`src/rtl/usc_rv_pkg.sv`:
```
// rtl/usc_rv_pkg.sv - shared decode types, op-ctl layout and opcode constants
package usc_rv_pkg;

    typedef enum logic [3:0] {
        FU_LS  = 4'b0001,
        FU_ALU = 4'b0010,
        FU_MC  = 4'b0100,
        FU_SYS = 4'b1000
    } fu_e;

    typedef enum logic {
        ST_RUN      = 1'b0,
        ST_FLT_HOLD = 1'b1
    } state_e;

    typedef struct packed {
        logic       src0_v;
        logic [4:0] src0_tag;
        logic       src1_v;
        logic [4:0] src1_tag;
        logic       dst_v;
        logic [4:0] dst_tag;
        fu_e        fu;
        logic [3:0] fu_op;
        logic [31:0] imm;
    } op_ctl_t;

    localparam int USC_RV_OP_CTL_W      = $bits(op_ctl_t);
    localparam int USC_RV_IMM_LSB       = 0;
    localparam int USC_RV_FU_OP_LSB     = 32;
    localparam int USC_RV_FU_LSB        = 36;
    localparam int USC_RV_DST_TAG_LSB   = 40;
    localparam int USC_RV_DST_V_BIT     = 45;
    localparam int USC_RV_SRC1_TAG_LSB  = 46;
    localparam int USC_RV_SRC1_V_BIT    = 51;
    localparam int USC_RV_SRC0_TAG_LSB  = 52;
    localparam int USC_RV_SRC0_V_BIT    = 57;

    localparam logic [6:0] OPC_LOAD   = 7'b0000011;
    localparam logic [6:0] OPC_STORE  = 7'b0100011;
    localparam logic [6:0] OPC_OPIMM  = 7'b0010011;
    localparam logic [6:0] OPC_OP     = 7'b0110011;
    localparam logic [6:0] OPC_LUI    = 7'b0110111;
    localparam logic [6:0] OPC_AUIPC  = 7'b0010111;
    localparam logic [6:0] OPC_BRANCH = 7'b1100011;
    localparam logic [6:0] OPC_JAL    = 7'b1101111;
    localparam logic [6:0] OPC_JALR   = 7'b1100111;
    localparam logic [6:0] OPC_FENCE  = 7'b0001111;
    localparam logic [6:0] OPC_SYSTEM = 7'b1110011;

endpackage

```
`src/rtl/usc_rv_dec_pla.sv`:
```
// rtl/usc_rv_dec_pla.sv - single-lane combinational opcode decoder
module usc_rv_dec_pla
    import usc_rv_pkg::*;
(
    input  logic [31:0] opc_i,
    input  logic        fault_i,
    output op_ctl_t     ctl_o,
    output logic        illegal_o
);

    logic [6:0]  opcode;
    logic [2:0]  f3;
    logic [6:0]  f7;
    logic [31:0] imm_i, imm_s, imm_b, imm_u, imm_j;
    logic        wr;

    assign opcode = opc_i[6:0];
    assign f3     = opc_i[14:12];
    assign f7     = opc_i[31:25];
    assign imm_i  = {{20{opc_i[31]}}, opc_i[31:20]};
    assign imm_s  = {{20{opc_i[31]}}, opc_i[31:25], opc_i[11:7]};
    assign imm_b  = {{19{opc_i[31]}}, opc_i[31], opc_i[7], opc_i[30:25], opc_i[11:8], 1'b0};
    assign imm_u  = {opc_i[31:12], 12'h000};
    assign imm_j  = {{11{opc_i[31]}}, opc_i[31], opc_i[19:12], opc_i[20], opc_i[30:21], 1'b0};

    always_comb begin
        ctl_o          = '0;
        illegal_o      = 1'b0;
        wr             = 1'b0;
        ctl_o.src0_tag = opc_i[19:15];
        ctl_o.src1_tag = opc_i[24:20];
        ctl_o.dst_tag  = opc_i[11:7];
        ctl_o.fu_op    = {opc_i[30], f3};
        case (opcode)
            OPC_LOAD:   begin ctl_o.fu = FU_LS;  ctl_o.src0_v = 1'b1; wr = 1'b1; ctl_o.imm = imm_i; ctl_o.fu_op = {1'b0, f3}; end
            OPC_STORE:  begin ctl_o.fu = FU_LS;  ctl_o.src0_v = 1'b1; ctl_o.src1_v = 1'b1; ctl_o.imm = imm_s; ctl_o.fu_op = {1'b1, f3}; end
            OPC_OPIMM:  begin ctl_o.fu = FU_ALU; ctl_o.src0_v = 1'b1; wr = 1'b1; ctl_o.imm = imm_i; ctl_o.fu_op = {opc_i[30] & (f3 == 3'b101), f3}; end
            OPC_OP: begin
                ctl_o.src0_v = 1'b1;
                ctl_o.src1_v = 1'b1;
                wr           = 1'b1;
                if (f7 == 7'h00 || f7 == 7'h20) ctl_o.fu = FU_ALU;
                else if (f7 == 7'h01)           begin ctl_o.fu = FU_MC; ctl_o.fu_op = {1'b0, f3}; end
                else                            illegal_o = 1'b1;
            end
            OPC_LUI, OPC_AUIPC: begin ctl_o.fu = FU_ALU; wr = 1'b1; ctl_o.imm = imm_u; end
            OPC_BRANCH: begin ctl_o.fu = FU_ALU; ctl_o.src0_v = 1'b1; ctl_o.src1_v = 1'b1; ctl_o.imm = imm_b; end
            OPC_JAL:    begin ctl_o.fu = FU_ALU; wr = 1'b1; ctl_o.imm = imm_j; end
            OPC_JALR:   begin ctl_o.fu = FU_ALU; ctl_o.src0_v = 1'b1; wr = 1'b1; ctl_o.imm = imm_i; end
            OPC_FENCE:  ctl_o.fu = FU_SYS;
            OPC_SYSTEM: begin ctl_o.fu = FU_SYS; ctl_o.src0_v = 1'b1; wr = 1'b1; ctl_o.imm = imm_i; end
            default:    illegal_o = 1'b1;
        endcase
        ctl_o.dst_v = wr && (opc_i[11:7] != 5'd0);
        // Faulting lanes carry no operands; they are routed to SYS to raise the trap.
        if (fault_i || illegal_o) begin
            ctl_o    = '0;
            ctl_o.fu = FU_SYS;
        end
    end

endmodule

```
`src/rtl/usc_rv_dec_mlane.sv`:
```
// rtl/usc_rv_dec_mlane.sv - multi-lane decode stage with optional skid and fault hold
module usc_rv_dec_mlane
    import usc_rv_pkg::*;
#(
    parameter int LANES   = 2,
    parameter int SKID_EN = 1
) (
    input  logic                               clk_i,
    input  logic                               rst_ni,
    input  logic [LANES-1:0]                   ib_vld_i,
    input  logic [LANES-1:0]                   ib_access_flt_i,
    input  logic [LANES-1:0]                   ib_page_flt_i,
    input  logic [LANES*32-1:0]                ib_opc_i,
    output logic                               ib_rdy_o,
    output logic [LANES-1:0]                   dec_vld_o,
    output logic [LANES*USC_RV_OP_CTL_W-1:0]   dec_op_ctl_o,
    output logic [LANES-1:0]                   dec_exc_o,
    input  logic                               dec_rdy_i,
    input  logic                               flush_i
);

    op_ctl_t          new_ctl  [LANES];
    op_ctl_t          out_ctl  [LANES];
    op_ctl_t          skid_ctl [LANES];
    logic [LANES-1:0] new_ill, lane_exc, new_vld, new_exc;
    logic [LANES-1:0] out_vld, out_exc, skid_vld, skid_exc;
    state_e           state;
    logic             out_adv, skid_v, accept, grp_exc, live;

    for (genvar g = 0; g < LANES; g++) begin : g_lane
        usc_rv_dec_pla u_pla (
            .opc_i     (ib_opc_i[32*g +: 32]),
            .fault_i   (ib_page_flt_i[g] | ib_access_flt_i[g]),
            .ctl_o     (new_ctl[g]),
            .illegal_o (new_ill[g])
        );
        assign lane_exc[g] = ib_page_flt_i[g] | ib_access_flt_i[g] | new_ill[g];
        assign dec_op_ctl_o[g*USC_RV_OP_CTL_W +: USC_RV_OP_CTL_W] = out_ctl[g];
    end

    // Thermometer mask on ib_vld_i, and nothing younger than the first exception survives.
    always_comb begin
        live    = 1'b1;
        new_vld = '0;
        new_exc = '0;
        for (int i = 0; i < LANES; i++) begin
            live       = live & ib_vld_i[i];
            new_vld[i] = live;
            new_exc[i] = live & lane_exc[i];
            live       = live & ~lane_exc[i];
        end
    end

    assign grp_exc   = |new_exc;
    assign skid_v    = (SKID_EN != 0) && (|skid_vld);
    assign out_adv   = ~(|out_vld) | dec_rdy_i;
    assign ib_rdy_o  = (state == ST_RUN) && !flush_i && ((SKID_EN != 0) ? !skid_v : out_adv);
    assign accept    = (|ib_vld_i) & ib_rdy_o;
    assign dec_vld_o = out_vld;
    assign dec_exc_o = out_exc;

    always_ff @(posedge clk_i or negedge rst_ni) begin
        if (!rst_ni) begin
            state    <= ST_RUN;
            out_vld  <= '0;
            out_exc  <= '0;
            skid_vld <= '0;
            skid_exc <= '0;
        end else if (flush_i) begin
            state    <= ST_RUN;
            out_vld  <= '0;
            out_exc  <= '0;
            skid_vld <= '0;
            skid_exc <= '0;
        end else begin
            if (out_adv) begin
                if (skid_v) begin
                    out_vld  <= skid_vld;
                    out_exc  <= skid_exc;
                    skid_vld <= '0;
                    skid_exc <= '0;
                end else if (accept) begin
                    out_vld <= new_vld;
                    out_exc <= new_exc;
                end else begin
                    out_vld <= '0;
                    out_exc <= '0;
                end
            end else if (accept) begin
                skid_vld <= new_vld;
                skid_exc <= new_exc;
            end
            if (accept && grp_exc) state <= ST_FLT_HOLD;
        end
    end

    always_ff @(posedge clk_i) begin
        for (int i = 0; i < LANES; i++) begin
            if (out_adv)             out_ctl[i]  <= skid_v ? skid_ctl[i] : new_ctl[i];
            if (!out_adv && accept)  skid_ctl[i] <= new_ctl[i];
        end
    end

endmodule

```
`config.mk`:
```
export PLATFORM = sky130hd
export DESIGN_NAME = usc_rv_dec_mlane
export DESIGN_NICKNAME = d
export VERILOG_FILES = /design/src/rtl/usc_rv_pkg.sv /design/src/rtl/usc_rv_dec_pla.sv /design/src/rtl/usc_rv_dec_mlane.sv
export SDC_FILE = /design/constraint.sdc
export NUM_CORES = 1
export LEC_CHECK = 0
export CAP_MARGIN = 10
export CELL_PAD_IN_SITES_DETAIL_PLACEMENT = 0
export CELL_PAD_IN_SITES_GLOBAL_PLACEMENT = 1
export CORE_UTILIZATION = 42
export DETAILED_ROUTE_END_ITERATION = 8
export GPL_TIMING_DRIVEN = 0
export HOLD_SLACK_MARGIN = 0.1
export MAX_ROUTING_LAYER = met4
export PLACE_DENSITY = 0.84
export REMOVE_ABC_BUFFERS = 1
export SETUP_SLACK_MARGIN = 0.1
export SLEW_MARGIN = 10
export SYNTH_ARGS = -nofsm -noshare
export SYNTH_HDL_FRONTEND = slang
export SYNTH_SLANG_ARGS = --single-unit
```
`constraint.sdc`:
```
create_clock -name clk_i -period 11.7 [get_ports clk_i]
set_input_delay 2.34 -clock clk_i [delete_from_list [all_inputs] [get_ports clk_i]]
set_output_delay 2.34 -clock clk_i [all_outputs]
set_load 0.005 [all_outputs]
```
After elaboration in Yosys (flattened, before gate mapping)
Memories as Yosys holds them, arrays and structs flattened.
Index checks and enable logic that the tools add are counted.
- mux-type cells: 49
- equal/unequal tests: 29
- reduce and logical (&&, ||, !) cells: 43
- bitwise logic cells: 15
- operators by type and width (kind ; number):
    case mux 32 bit (5 select lines) ; 2
    2-to-1 mux 58 bit ; 4
    case mux 4 bit (4 select lines) ; 4
    == test 7 x 6 -> 1 bit (second input constant) ; 8
    == test 7 bit (second input constant) ; 8
    2-to-1 mux 2 bit ; 15
    == test 7 x 5 -> 1 bit (second input constant) ; 4
    OR reduction 10 bit ; 2
    OR reduction 2 bit ; 10
    2-to-1 mux 1 bit ; 16
    2-to-1 mux 4 bit ; 4
    OR reduction 8 bit ; 2
    == test 7 x 1 -> 1 bit (second input constant) ; 2
    == test 7 x 2 -> 1 bit (second input constant) ; 2
    == test 7 x 4 -> 1 bit (second input constant) ; 2
    logical NOT 7 bit ; 2
    2-to-1 mux 7 bit ; 2
    OR reduction 7 bit ; 2
    OR reduction 6 bit ; 2
    nonzero test 5 bit ; 2
    OR reduction 4 bit ; 2
    AND 1 bit ; 7
    == test 3 bit (second input constant) ; 2
    logical AND 1 bit ; 6
    other kinds (10) ; 24
- memories: 2
- bits of input ports: 74
- output and inout bits: 121
- word-level logic and storage cells: 143
- bits in writable memories: 232
- flip-flop bits (word level): 9
- memory list (memory ; words ; width ; rd ports ; clocked after memory_dff ; wr ports ; RTL line ; RTL):
    out_ctl ; 2 ; 58 ; 2 ; 0 ; 2 ; usc_rv_dec_mlane.sv:23 ; op_ctl_t out_ctl [LANES];
    skid_ctl ; 2 ; 58 ; 2 ; 0 ; 2 ; usc_rv_dec_mlane.sv:24 ; op_ctl_t skid_ctl [LANES];

Depth between registers and ports, before layout
Gate-level depths: netlist of run 1.
- depth after elaboration: 13
- mapped depth: 9
- mapped depth without buffers: 7

Cells and area by module
Synthesis of run 1 repeated with hierarchy kept, for this count alone.
- cell total of the unflattened synthesis: 995
- area total of the unflattened synthesis: 10866.7 µm²
- modules (own cells, without submodules) (module ; sequential area each (µm²) ; cells an instance ; area an instance (µm²) ; times used):
    usc_rv_dec_mlane ; 7191.9 ; 655 ; 8864.8 ; 1
    usc_rv_dec_pla at g_lane[1].u_pla ; 0.0 ; 169 ; 1006.0 ; 1
    usc_rv_dec_pla at g_lane[0].u_pla ; 0.0 ; 171 ; 996.0 ; 1

Worst setup path after synthesis of run 1
No wires, ideal clock.
- path type: input-to-reg
- start: input port dec_rdy_i
- end: memory skid_ctl[0][0] (netlist name) (enable)
- required time: 10.942 ns
- path buffers: 0
- data arrival time: 12.026 ns
- path slack: -1.083 ns
- setup time: 0.758 ns
- cell stages on the path: 3
- cell sequence: nor2_1 inv_2 nor3b_1
- RTL lines (element ; RTL line ; RTL):
    from (decl) ; usc_rv_dec_mlane.sv:18 ; input logic dec_rdy_i,
    to (decl) ; usc_rv_dec_mlane.sv:24 ;

Final worst setup path of run 1
- start: input port flush_i
- end: output port ib_rdy_o
- word-level cells in the longest chain between the ends: 3
- RTL lines (element ; RTL line ; RTL):
    from (decl) ; usc_rv_dec_mlane.sv:19 ; input logic flush_i
    logical NOT 1 bit ; usc_rv_dec_mlane.sv:57 ; assign ib_rdy_o = (state == ST_RUN) && !flush_i && ((SKID_EN != 0) ? !skid_v : out_adv);
    logical AND 1 bit (2 in a row) ; usc_rv_dec_mlane.sv:57 ;
    to (decl) ; usc_rv_dec_mlane.sv:14 ; output logic ib_rdy_o,
No other way between the ends.

==> results of run 1 <==
==> power groups by stage <==
| stage | logic [mW] | registers, mW | clock network, mW |
|---|---|---|---|
| 2_1_floorplan | 0.0576 | 1.01 | 0 |
| 3_3_place_gp | 0.185 | 1.01 | 0 |
| 3_5_place_dp | 0.193 | 1.01 | 0 |
| 4_1_cts | 0.195 | 0.990 | 0.808 |
| 5_1_grt | 0.209 | 0.992 | 0.841 |
| 6_report | 0.193 | 0.990 | 0.792 |
==> tightest hold or removal path, stage by stage (launching register included) <==
cell and delay [ns]:
sky130_fd_sc_hd__dfrtp_1 0.35, sky130_fd_sc_hd__nand2_1 0.05, sky130_fd_sc_hd__o21ai_0 0.06
==> sequential cells by signal (all words and copies together), names as in the netlist <==
register   cells
dec_exc_o      2
out_ctl      116
skid_ctl     116
skid_exc       2
skid_vld       2
state          1
dec_vld_o      2
==> placed cells by master (no fill, tap or decap), types with 10 or more instances in the layout <==
cell | Yosys | layout
sky130_fd_sc_hd__o21ai_0 | 23 | 23
sky130_fd_sc_hd__nor2_1 | 79 | 78
sky130_fd_sc_hd__a21oi_1 | 56 | 56
sky130_fd_sc_hd__clkbuf_16 | 0 | 27
sky130_fd_sc_hd__edfxtp_1 | 232 | 232
sky130_fd_sc_hd__nand2b_1 | 10 | 10
sky130_fd_sc_hd__and3_1 | 42 | 42
sky130_fd_sc_hd__buf_4 | 0 | 13
sky130_fd_sc_hd__clkdlybuf4s50_1 | 0 | 194
sky130_fd_sc_hd__nand2_1 | 114 | 114
sky130_fd_sc_hd__and2_1 | 19 | 19
sky130_fd_sc_hd__o31ai_1 | 47 | 47
sky130_fd_sc_hd__nor3_1 | 23 | 21
sky130_fd_sc_hd__o41ai_1 | 10 | 10
sky130_fd_sc_hd__mux2_2 | 39 | 39
==> logic make-up (layout without fill, tap and decap cells) <==
family                    after synthesis  after routing  share of synthesized area, %
DFF                                   241            241                          66.3
and+or+nand+nor                       331            331                          14.6
AOI/OAI and AO/OA                     196            196                          12.2
buffers and inverters                  68            267                          2.57
xor gates and xnor gates                2              2                         0.162
muxes                                  39             39                          4.05
other                                   0              1                             0
==> cell type report <==
type	instances	area (µm²)	area share (%)
inverters	6	27.5	0.196
well taps	330	413	2.93
multi-input cells	568	3410	24.2
clock buffers	36	719	5.11
repair buffers	217	2220	15.8
clock inverters	8	90.1	0.640
diodes	1	2.50	0.0178
flip-flops and latches	241	7190	51.1
==> metrics by stage <==
| step | total power, mW | utilization [%] | hold WS, ns |
|---|---|---|---|
| after floorplan | 1.07 | - | 0.448 |
| after global placement | 1.20 | 51.2 | 0.471 |
| after detailed placement | 1.20 | 52.5 | 0.478 |
| after CTS | 1.99 | 55.7 | 0.492 |
| after global routing | 2.04 | 55.7 | 0.533 |
| final | 1.98 | 55.7 | 0.490 |
==> per-layer routing <==
layer	vias up	share of wire [%]
li1	3698	-
met2	287	48
met5	-	0
met1	3794	43
met3	32	7.9
met4	0	1.4
==> path summary, 6_finish.rpt <==
| check | end | slack (ns) | cells past startpoint |
|---|---|---|---|
| max | ib_rdy_o | 5.52 | 3 |
| min | skid_exc[0]$_DFFE_PN0P_ | 0.49 | 2 |
| max reg2reg | skid_ctl[0][100]$_DFFE_PP_ | 8.50 | 8 |
| min reg2reg | skid_exc[0]$_DFFE_PN0P_ | 0.49 | 2 |
| max in group asynchronous | skid_exc[0]$_DFFE_PN0P_ | 9.29 | 1 |
| min in group asynchronous | dec_vld_o[0]$_DFFE_PN0P_ | 2.12 | 1 |
==> metrics.txt, run 1 <==
Placement Setup Slack=5.52 ns; count of buffers inserted at the top-level ports=194; sum of buffers and inverters on the critical path=2; proportion of register bits with asynchronous set or reset after synthesis=3.73%; static leakage power=5.16 nW; endpoint type of the worst setup path=primary output; post-synthesis instance area=0.0108 mm²; highest cell delay on the worst timing path=0.58 ns; Site Rows=58; Die H=163 µm; critical path's most frequent cell=sky130_fd_sc_hd__clkdlybuf4s50_1; final setup fails=0; HPWL after DPL=18000 µm; achievable clock frequency=0.162 GHz; main flop type after synthesis=sky130_fd_sc_hd__edfxtp_1; Final Critical Period=6.18 ns; post-route antenna net violation count=0; Synthesis Warnings=0; launching element type of the critical path=primary input; GRT overflow=0; mean instance size in the synthesized netlist=12.4 µm²; Power Internal=1.55 mW; cell area after placement=0.0133 mm²; fraction of power spent switching nets=21.7%; wire length of the first global-routing pass=41600 µm; Data arrival, critical path=3.84 ns; cts bufs inserted=26; count of state elements after synthesis=241; per-cell routed wire length=18.9 µm; GRT Resource Usage Total=20.7%; iteration-0 DRC count of the detailed router=538; Setup TNS=0 ns; startpoint of the most critical register-to-register path=dec_vld_o[1]$_DFFE_PN0P_; class of the most critical hold timing path=flop to flop; total count of max-transition violations in the final report=0; post-placement cell count=1362; die area=0.0265 mm²; top-level port count=195; power share of the combinational group=9.8%; slew at the pin with the worst max-slew slack=1.08 ns; wire length reported by the detailed router=26600 µm; most used standard cell by instance count after synthesis=sky130_fd_sc_hd__edfxtp_1; number of antenna violations at the first check in global routing=1; first-pass iteration count of the detailed router=5; clock-pin slew on the worst setup and hold paths=0.06 ns; startpoint of the worst setup timing path=flush_i; total number of nets in the final design=1134; most utilized layer in the global route result=met2; Placeable Area=0.0253 mm²; gp weighted congestion=0.863; Final Hold Violating Endpoints=0; number of enable-type register cells in the synthesized netlist=232; min-delay src=skid_exc[0]$_DFFE_PN0P_; post-route non-filler standard cell count=1407; number of buffers on the longest clock path=3; # DRC=0; summed area of non-filler cells in the final layout=0.0141 mm²; share of power burned in the clock network=40.1%; largest area contributor in the netlist=sky130_fd_sc_hd__edfxtp_1; clock latency at the later pin of the worst-skew pair=0.52 ns; fraction of layout instances using a drive strength above 1=10.3%; vias per std cell=5.55; routed via count=7811; P per Cell Area=140 mW/mm²; clk_skew=0.0111 ns; top cell type's share of synthesized area=64.3%; # fillers=2170; normalized max-slew margin=28.1%; outcome=finished clean; ranking of synthesized cells by instance count=sky130_fd_sc_hd__edfxtp_1 (232), sky130_fd_sc_hd__nand2_1 (114), sky130_fd_sc_hd__nor2_1 (79), sky130_fd_sc_hd__a21oi_1 (56), sky130_fd_sc_hd__clkbuf_1 (51); number of library cell types mapped by synthesis=60; net switching component of the power=0.429 mW; number of gates given a new drive strength after cts=0; buffers inserted during post-CTS setup optimization=0; startpoint-to-endpoint class of the critical path=primary input to primary output; pin count of the biggest net entering global routing=75; Global Route met1 Usage=26.9%; clock tree from TritonCTS=done; Seq/Total Area, Yosys=66.3%; ranking of synthesized cells by area=sky130_fd_sc_hd__edfxtp_1 (64%), sky130_fd_sc_hd__mux2_2 (4.1%), sky130_fd_sc_hd__nand2_1 (3.9%); global routing usage on met2=33.4%; setup repair after global routing missed its margin=no; number of cells produced by synthesis=877; final worst setup slack=5.52 ns; Root Driver=sky130_fd_sc_hd__clkbuf_16; CTS H-tree depth=1; cells along the critical path=clkdlybuf4s50_1 -> nor3_1 -> clkdlybuf4s50_1; Starting Density=42.9%; power share of the sequential group=50.1%; cell family contributing the most delay on the critical path=buffers and inverters; area growth from synthesis to final layout=29.9%; number of buffers inserted by hold repair at cts=0; number of global-route vias before repair=7507; met3 routing resource usage after global routing=4.51%; slowest cell on the critical path=sky130_fd_sc_hd__clkdlybuf4s50_1; Horiz. Die Dim=163 µm; required time of the worst setup path=9.36 ns; maximum fanout along the worst path=8; post-route clock period utilization=52.8%; highest ir drop seen on vdd=0.0917 mV; clock tree sinks=241; number of violations of the max-capacitance limit=0
No activity file was read; power rests on OpenSTA's default activity.
==> inputs of run 2 (changes only) <==
- clock period: 11.7 -> 5.9 ns (I/O delays scaled with it)
==> results of run 2 <==
Same layout as run 1 (identical final DEF). Status: finished clean.
Among the figures that moved: setup slack after placement 5.52 ns -> 0.971 ns; setup slack after layout 5.52 ns -> 1.48 ns; start point of the critical path flush_i -> ib_opc_i[58]; end point of the critical path ib_rdy_o -> out_ctl[0][93]$_DFFE_PP_; register-to-register setup slack 8.50 ns -> 2.70 ns; total power 1.98 mW -> 3.92 mW; worst IR drop on VDD 0.0917 mV -> 0.182 mV
